[config.mk]
export PLATFORM = sky130hd
export DESIGN_NAME = fetch_sequencer_flat
export DESIGN_NICKNAME = d
export VERILOG_FILES = /design/src/rtl/fetch_sequencer_pkg.sv /design/src/rtl/fetch_sequencer_if.sv /design/src/rtl/fetch_sequencer_inst_select.sv /design/src/rtl/fetch_sequencer.sv /design/src/flat_wrapper.sv
export SDC_FILE = /design/constraint.sdc
export NUM_CORES = 1
export LEC_CHECK = 0
export ABC_AREA = 1
export CAP_MARGIN = 20
export CORE_MARGIN = 1
export CORE_UTILIZATION = 38
export DETAILED_ROUTE_END_ITERATION = 8
export GPL_TIMING_DRIVEN = 0
export PLACE_DENSITY = 0.78
export SLEW_MARGIN = 10
export SYNTH_ARGS = -nofsm -noshare
export SYNTH_HDL_FRONTEND = slang
export SYNTH_HIERARCHICAL = 1
export SYNTH_SLANG_ARGS = --single-unit
export TNS_END_PERCENT = 20
[constraint.sdc]
create_clock -name clk -period 1.8 [get_ports clk]
set_input_delay 0.27 -clock clk [delete_from_list [all_inputs] [get_ports clk]]
set_output_delay 0.27 -clock clk [all_outputs]
set_load 0.005 [all_outputs]
[src/rtl/fetch_sequencer_pkg.sv]
// Shared constants and types for the fetch sequencer slice.
// Optional skid hold register is enabled by defining FETCH_SKID_EN.
package fetch_pkg;

    localparam logic [31:0] RESET_PC        = 32'h4000_0000;
    localparam logic [31:0] NOP_INST        = 32'h0000_0013;
    localparam int          BIOS_REGION_BIT = 30;

    typedef enum logic [0:0] {
        BOOT = 1'b0,
        RUN  = 1'b1
    } fetch_state_t;

    function automatic logic [31:0] next_seq_pc(input logic [31:0] pc);
        return pc + 32'd4;
    endfunction

endpackage

[src/rtl/fetch_sequencer_if.sv]
// Fetch port bundle: decode-side controls, BIOS/IMEM read ports and the decode output.
// Optional skid hold register is enabled by defining FETCH_SKID_EN.
interface fetch_sequencer_if;
    // Flow control: there is no valid/ready pair. inst/inst_valid are presented every
    // cycle; while stall is high decode has not taken them and they are held unchanged,
    // and an instruction is consumed on each cycle where inst_valid=1 and stall=0.
    logic        stall;
    logic        redirect_valid;
    logic [31:0] redirect_pc;
    logic [11:0] bios_addr;
    logic [31:0] bios_dout;
    logic [13:0] imem_addr;
    logic [31:0] imem_dout;
    logic [31:0] fetch_pc;
    logic [31:0] inst;
    logic        inst_valid;

    modport master (
        input  stall, redirect_valid, redirect_pc, bios_dout, imem_dout,
        output bios_addr, imem_addr, fetch_pc, inst, inst_valid
    );

    modport slave (
        output stall, redirect_valid, redirect_pc, bios_dout, imem_dout,
        input  bios_addr, imem_addr, fetch_pc, inst, inst_valid
    );
endinterface

[src/rtl/fetch_sequencer_inst_select.sv]
// Region mux and squash/NOP mux for the presented instruction.
// With FETCH_SKID_EN defined, a hold register freezes the word across a stall.
module fetch_inst_select
    import fetch_pkg::*;
(
    input  logic        i_clk,
    input  logic        i_rst,
    input  logic        i_run,
    input  logic        i_squash,
    input  logic        i_stall,
    input  logic        i_bios_sel,
    input  logic [31:0] i_bios_dout,
    input  logic [31:0] i_imem_dout,
    output logic [31:0] o_inst,
    output logic        o_inst_valid
);

    logic [31:0] w_word;
    logic [31:0] w_presented;
    logic        w_valid;

    assign w_word  = i_bios_sel ? i_bios_dout : i_imem_dout;
    assign w_valid = i_run && !i_squash;

`ifdef FETCH_SKID_EN
    logic [31:0] r_hold;
    logic        r_holding;

    // r_hold tracks the live word until a stall begins, then freezes it.
    always_ff @(posedge i_clk) begin
        if (i_rst) begin
            r_holding <= 1'b0;
            r_hold    <= NOP_INST;
        end else begin
            r_holding <= i_run && i_stall && !i_squash;
            if (!r_holding) begin
                r_hold <= w_word;
            end
        end
    end

    assign w_presented = (r_holding && i_stall) ? r_hold : w_word;
`else
    logic w_unused_skid;
    assign w_unused_skid = ^{i_clk, i_rst, i_stall};
    assign w_presented   = w_word;
`endif

    assign o_inst       = w_valid ? w_presented : NOP_INST;
    assign o_inst_valid = w_valid;

endmodule

[src/rtl/fetch_sequencer.sv]
// Program counter and fetch sequencing for the BIOS/IMEM synchronous-read ports.
// Optional skid hold register is enabled by defining FETCH_SKID_EN.
module fetch_sequencer
    import fetch_pkg::*;
(
    input  logic              clk,
    input  logic              rst,
    fetch_sequencer_if.master bus,
    output fetch_state_t      o_dbg_state
);

    localparam logic [0:0] S_BOOT = BOOT;
    localparam logic [0:0] S_RUN  = RUN;

    logic [0:0]  r_state;
    logic [31:0] r_pc;
    logic [31:0] w_addr_n;
    logic [31:0] w_target;
    logic        w_run;
    logic        w_unused_lsb;

    assign w_run        = (r_state == S_RUN);
    assign w_target     = {bus.redirect_pc[31:2], 2'b00};
    assign w_unused_lsb = ^bus.redirect_pc[1:0];

    // Redirect outranks stall; BOOT ignores both and always issues the reset vector.
    always_comb begin
        w_addr_n = next_seq_pc(r_pc);
        if (!w_run) begin
            w_addr_n = RESET_PC;
        end else if (bus.redirect_valid) begin
            w_addr_n = w_target;
        end else if (bus.stall) begin
            w_addr_n = r_pc;
        end
    end

    always_ff @(posedge clk) begin
        if (rst) begin
            r_state <= S_BOOT;
            r_pc    <= RESET_PC;
        end else begin
            r_state <= S_RUN;
            r_pc    <= w_addr_n;
        end
    end

    assign bus.bios_addr = w_addr_n[13:2];
    assign bus.imem_addr = w_addr_n[15:2];
    assign bus.fetch_pc  = r_pc;
    assign o_dbg_state   = fetch_state_t'(r_state);

    fetch_inst_select u_inst_select (
        .i_clk        (clk),
        .i_rst        (rst),
        .i_run        (w_run),
        .i_squash     (bus.redirect_valid),
        .i_stall      (bus.stall),
        .i_bios_sel   (r_pc[BIOS_REGION_BIT]),
        .i_bios_dout  (bus.bios_dout),
        .i_imem_dout  (bus.imem_dout),
        .o_inst       (bus.inst),
        .o_inst_valid (bus.inst_valid)
    );

endmodule

[src/flat_wrapper.sv]
// flat-port wrapper written by rule: the top's interface ports become plain ports
module fetch_sequencer_flat import fetch_pkg::*;
  (clk, rst, o_dbg_state, bus_stall, bus_redirect_valid, bus_redirect_pc, bus_bios_dout, bus_imem_dout, bus_bios_addr, bus_imem_addr, bus_fetch_pc, bus_inst, bus_inst_valid);
  fetch_sequencer_if bus_i ();
  input  logic clk;
  input  logic rst;
  output fetch_state_t o_dbg_state;
  input wire logic [$bits(bus_i.stall)-1:0] bus_stall;
  input wire logic [$bits(bus_i.redirect_valid)-1:0] bus_redirect_valid;
  input wire logic [$bits(bus_i.redirect_pc)-1:0] bus_redirect_pc;
  input wire logic [$bits(bus_i.bios_dout)-1:0] bus_bios_dout;
  input wire logic [$bits(bus_i.imem_dout)-1:0] bus_imem_dout;
  output wire logic [$bits(bus_i.bios_addr)-1:0] bus_bios_addr;
  output wire logic [$bits(bus_i.imem_addr)-1:0] bus_imem_addr;
  output wire logic [$bits(bus_i.fetch_pc)-1:0] bus_fetch_pc;
  output wire logic [$bits(bus_i.inst)-1:0] bus_inst;
  output wire logic [$bits(bus_i.inst_valid)-1:0] bus_inst_valid;
  assign bus_i.stall = bus_stall;
  assign bus_i.redirect_valid = bus_redirect_valid;
  assign bus_i.redirect_pc = bus_redirect_pc;
  assign bus_i.bios_dout = bus_bios_dout;
  assign bus_i.imem_dout = bus_imem_dout;
  assign bus_bios_addr = bus_i.bios_addr;
  assign bus_imem_addr = bus_i.imem_addr;
  assign bus_fetch_pc = bus_i.fetch_pc;
  assign bus_inst = bus_i.inst;
  assign bus_inst_valid = bus_i.inst_valid;
  fetch_sequencer u_core (.clk(clk), .rst(rst), .bus(bus_i), .o_dbg_state(o_dbg_state));
endmodule
==> metrics.cfg, run 1 <==
[sta]
min_period_ps=2260
fin_crit_sh_pct=125
setup_violations=29
slew_viol_final=0
worst_slack_ps=-455
final_hold_viol_count=0
max_freq_mhz=443
relSlewSlack_pct=52.0
skew_ps=12.0
tightestPinTransition_ps=720
rsz0062_at_grt=yes

[critical_path]
reg2reg_depth=14
startpoint=u_core/bus.fetch_pc[8]
critPathArrivalTime_ps=1990
worstSetupStartpointType=flip-flop
r2r_slack_ps=-370
crit_type=reg2out
cp-end-kind=primary output
r2r_start=u_core/bus.fetch_pc[2]
cp_max_fo=5
critPathRequiredTime_ps=1530
rr_endpoint=u_core/bus.fetch_pc[5]

[clock_network]
clk_latency_ps=300
numCtsBuffers=5
htree_levels=2
clk_path_buf_depth=2
root_buffer=clkbuf_8
ctsHoldBuffers=0
clk_pin_slew_worst_paths_ps=80
tritoncts=yes
clock_sinks=31

[logic_synthesis]
yosysSeqAreaShare_pct=19.5
synth_cells=536
yosysWarnings=6
synth-seq-cells=31
syn_avg_cell_area_um2=5.93
synthDistinctLibCells=34
syn_area_mm2=0.00318

[hold_path]
whs_endpoint=u_core/bus.fetch_pc[16]
hold_depth=4
hold_path_class=in2reg
min_from=bus_stall

[layout]
antennaDiodeCount=0
drive_above_1_share_pct=33.2
final_common_cell=nand2_1
finalNonFillerCells=894
final_cell_mix=nand2_1, clkdlybuf4s50_1, inv_1
fin_area_mm2=0.00609
syn_to_final_growth_pct=91.7
nNetsFinal=893

[status]
status=finished with violations
violations=setup timing

[place]
globalplace.congestion=0.893
postPlaceCellArea_mm2=0.00518
numPortBuffers=187
dp.cells=826
post-dp-hpwl_um=9400

[detailed_routing]
drt-total-wl_um=16400
drt-initial-drc-count=396
wl_met3_um=1540
ant_nets=0
routed_via_density=5.43
met1_length_um=5720
drt_pass1_iterations=5
routedWlPerCell_um=18.3
wl_met2_um=7910
post-route-drc-count=0
vias=4852
highest_layer=met4

[global_route]
first_global_vias=4694
grt_first_pass_wirelength_um=22700
grt_use_total_pct=33.3
grt_max_degree=11
grt-ovfl-total=0
grt_antenna_before_repair=0

[pwr]
p_leak_nw=2.75
ir_drop_mv=0.352
power.density_mw_per_mm2=378

[floorplan]
rows=32
die_w_um=93.5
die_h_um=93.5
die_area_mm2=0.00874
start_util_pct=40.1
core_mm2=0.00793
num_io_pins=192

[run]
cap_violations=0

repair_timing:
action                                  in CTS  in global routing
endpoints found under the setup margin      59                 29
gates resized for setup                    234                 36
buffers inserted                            59                  7
pin swaps                                   33                 21
sequential cells by signal (all words and copies together), names as in the netlist:
name                 count
u_core/bus.fetch_pc     30
u_core/o_dbg_state       1
cells in the mapped netlist (all sizes together):
| cell | count | area share, % |
|---|---|---|
| nor2 | 69 | 11 |
| buf | 29 | 8.4 |
| a21oi | 46 | 9.4 |
| o221ai | 1 | 0.28 |
| nand3b | 5 | 1.2 |
| nor3 | 2 | 0.31 |
| nand3 | 52 | 8.7 |
| or2 | 12 | 2.4 |
| a21o | 1 | 0.24 |
| conb | 1 | 0.12 |
| clkbuf | 4 | 0.51 |
| nand4 | 2 | 0.39 |
| o21ai | 27 | 4.3 |
| inv | 72 | 8.7 |
| a211oi | 2 | 0.47 |
| nor3b | 1 | 0.24 |
| nand2 | 177 | 24 |
| a22oi | 1 | 0.24 |
| dfxtp | 31 | 20 |
| ha | 1 | 0.39 |
metrics by stage:
stage	worst slack [ps]	util [%]	setup TNS, ps	hold slack [ps]	power (mW)
3_5_place_dp	-861	65.4	-27390	591	1.55
5_1_grt	-488	76.9	-9980	502	2.40
2_1_floorplan	141	-	0	342	1.07
4_1_cts	-257	74.8	-3840	454	2.21
6_report	-455	76.9	-8830	497	2.30
3_3_place_gp	-852	65.4	-25410	580	1.54
cells by family after synthesis:
| logic type | after synthesis | synth area share, % |
|---|---|---|
| AO/OA/AOI/OAI | 78 | 14.8 |
| other | 1 | 0.118 |
| buffers and inverters | 105 | 17.6 |
| AND/OR/NAND/NOR | 320 | 47.5 |
| adder cells (fa/ha/maj) | 1 | 0.393 |
| flip-flops | 31 | 19.5 |
where the power goes:
group	internal, mW	leakage, nW	switching [mW]
clock network	0.300	0.0470	0.294
registers	0.705	0.262	0.0496
logic	0.551	2.44	0.405
per-layer routing:
layer	track usage, %	vias up
met4	19.6	0
li1	-	2168
met3	6.83	122
met2	61.3	370
met1	34.7	2192
met5	0	-
worst max path at each step:
stage	end	slack [ps]	depth (start not counted)
after floorplan	bus_imem_addr[8]	140	9
after global placement	bus_imem_addr[0]	-850	8
after detailed placement	bus_imem_addr[0]	-860	8
after CTS	bus_imem_addr[8]	-260	10
after global routing	bus_imem_addr[11]	-490	11
final	bus_imem_addr[11]	-460	11
critical path, cell delays in order (launching register included):
cell and delay [ps]:
dfxtp_4 410, nand2_2 160, nor2_4 190, inv_1 90, nor2_2 150, buf_4 140, nand3b_1 80, nand3_2 110
nand2_2 80, inv_2 90, buf_6 100, buf_6 80
layout make-up:
| type | count | area [µm²] |
|---|---|---|
| buffer | 33 | 347 |
| tap | 102 | 128 |
| clock inverter | 1 | 5.00 |
| fill | 556 | 1830 |
| sequential | 31 | 669 |
| multi-input combinational | 401 | 2230 |
| clock buffer | 6 | 82.6 |
| inverter | 72 | 280 |
| timing repair buffer | 248 | 2350 |
No activity file was read; power rests on OpenSTA's default activity.
==> run 2, diff against run 1 <==
==> constraint.sdc (replaced) <==
create_clock -name clk -period 1.8 [get_ports clk]
set_input_delay 0.27 -clock clk [delete_from_list [all_inputs] [get_ports clk]]
set_output_delay 0.27 -clock clk [all_outputs]
set_load 0.02 [all_outputs]
==> run 2 against run 1 <==
  * The run still ends with setup timing left
  * Critical endpoint is now bus_imem_addr[7]
  * Design area down 9.9%
  * Total power decreased by 3.3%
  * Critical path depth decreased by 2
  * Worst setup slack gained 120 ps
==> metrics.cfg, run 2 (synthesis gave the netlist of run 1 again) <==
[status]
status=finished with violations
violations=setup timing

[detailed_routing]
routed_via_density=5.03
highest_layer=met4
post-route-drc-count=0
wl_met3_um=1080
drt-initial-drc-count=208
met1_length_um=4890
vias=4295
routedWlPerCell_um=15.0
ant_nets=0
wl_met2_um=6530
drt_pass1_iterations=5
drt-total-wl_um=12800

[global_route]
grt_antenna_before_repair=0
grt_use_total_pct=27.8
first_global_vias=4092
grt_first_pass_wirelength_um=19100
grt-ovfl-total=0
grt_max_degree=11

[critical_path]
crit_type=reg2out
path_cells=nand3_1, nor2_2, nand2_2, or2_0, nand3_1, nand3_2, inv_1, buf_4, buf_4
worstSetupStartpointType=flip-flop
cp_max_fo=4
critical-path-slowest-cell=dfxtp_4
cpPeakStageDelay_ps=390
critical_path.top_delay_family=simple AND/OR/NAND/NOR gates
cp-end-kind=primary output
critPathRequiredTime_ps=1530
critPathArrivalTime_ps=1870
crit_buf_inv=3

[floorplan]
rows=32
die_area_mm2=0.00874
die_h_um=93.5
num_io_pins=192
start_util_pct=40.1
die_w_um=93.5
core_mm2=0.00793

[sta]
tightestPinTransition_ps=543
fin_crit_sh_pct=119
relSlewSlack_pct=63.8
skew_ps=9.20
worst_slack_ps=-337
slew_viol_final=0
min_period_ps=2140
setup_violations=23
final_hold_viol_count=0
rsz0062_at_grt=yes
max_freq_mhz=468

[layout]
antennaDiodeCount=0
syn_to_final_growth_pct=72.8
final_cell_mix=nand2_1, clkdlybuf4s50_1, inv_1
nNetsFinal=852
drive_above_1_share_pct=33.1
final_core_util_pct=69.3
fin_area_mm2=0.00549
nFillCells=683
seq_area_um2=664
final_common_cell=nand2_1
multiInputGateArea_mm2=0.00215
largest_reg_flops=30

[place]
postPlaceCellArea_mm2=0.00518
place_ws_ps=-1020
globalplace.congestion=0.898
numPortBuffers=187
post-dp-hpwl_um=9430

[clock_network]
clock_sinks=31
numCtsBuffers=5
root_buffer=clkbuf_8
htree_levels=2
clk_latency_ps=290
clk_pin_slew_worst_paths_ps=80
tritoncts=yes
clk_path_buf_depth=2

[pwr]
ir_drop_mv=0.280
power.density_mw_per_mm2=406
p_leak_nw=2.39

[run]
cap_violations=0

[hold_path]
hold_path_class=in2reg

-- run 2: cell types whose count changed in the layout (fill, tap and decap cells not counted), sizes merged --
cell	change
dlygate4sd2	-36
clkdlybuf4s50	-2
clkbuf	+22
clkdlybuf4s15	+6
clkinvlp	+2
buf	-31
inv	-1
-- run 2: tightest hold or removal path, delay by kind of cell --
kind | cells | cell delay (ps)
compound gates | 1 | 60
buf+inv | 1 | 470
simple gates | 1 | 50
-- run 2: path summary, 6_finish.rpt --
kind	start	to	slack, ps	depth (start not counted)
worst max register to register	u_core/o_dbg_state	u_core/bus.fetch_pc[19]	240	5
worst min register to register	u_core/bus.fetch_pc[30]	u_core/bus.fetch_pc[30]	610	3
worst max-delay path	u_core/bus.fetch_pc[2]	bus_imem_addr[7]	-340	9
worst min-delay path	bus_redirect_pc[30]	u_core/bus.fetch_pc[30]	590	3
-- run 2: final cells by class --
class / instances / share of cell area (%)
clock inverter: 2 / 0.228
sequential: 31 / 12.1
inverter: 72 / 5.12
tap: 102 / 2.32
multi-input combinational: 401 / 39.1
timing repair buffer: 207 / 34.1
buffer: 33 / 5.76
clock buffer: 6 / 1.32
-- run 2: power by group --
part	leakage, nW	switching, mW	internal [mW]
registers	0.262	0.0440	0.706
clock network	0.0412	0.287	0.270
logic	2.09	0.449	0.473
-- run 2: layer usage --
| metal | vias to the layer above | global-route usage, % |
|---|---|---|
| met5 | - | 0 |
| met4 | 0 | 8.97 |
| met3 | 29 | 5.37 |
| met2 | 213 | 53.6 |
| met1 | 1959 | 30.2 |
| li1 | 2094 | - |
-- run 2: repair_timing --
action	4_1_cts	5_1_grt
buffers inserted	12	7
pin swaps	9	16
hold buffers	0	0
gates cloned	1	0
setup endpoints to repair	59	55
resized for setup	214	100
-- run 2: metrics by stage --
step	total power, mW	setup TNS, ps	std cells	hold slack [ps]
finish	2.23	-4530	854	594
global route	2.33	-6010	854	592
CTS	2.21	-3080	847	593
detailed placement	1.67	-32770	826	597
global placement	1.66	-31290	826	580
floorplan	1.18	0	537	341
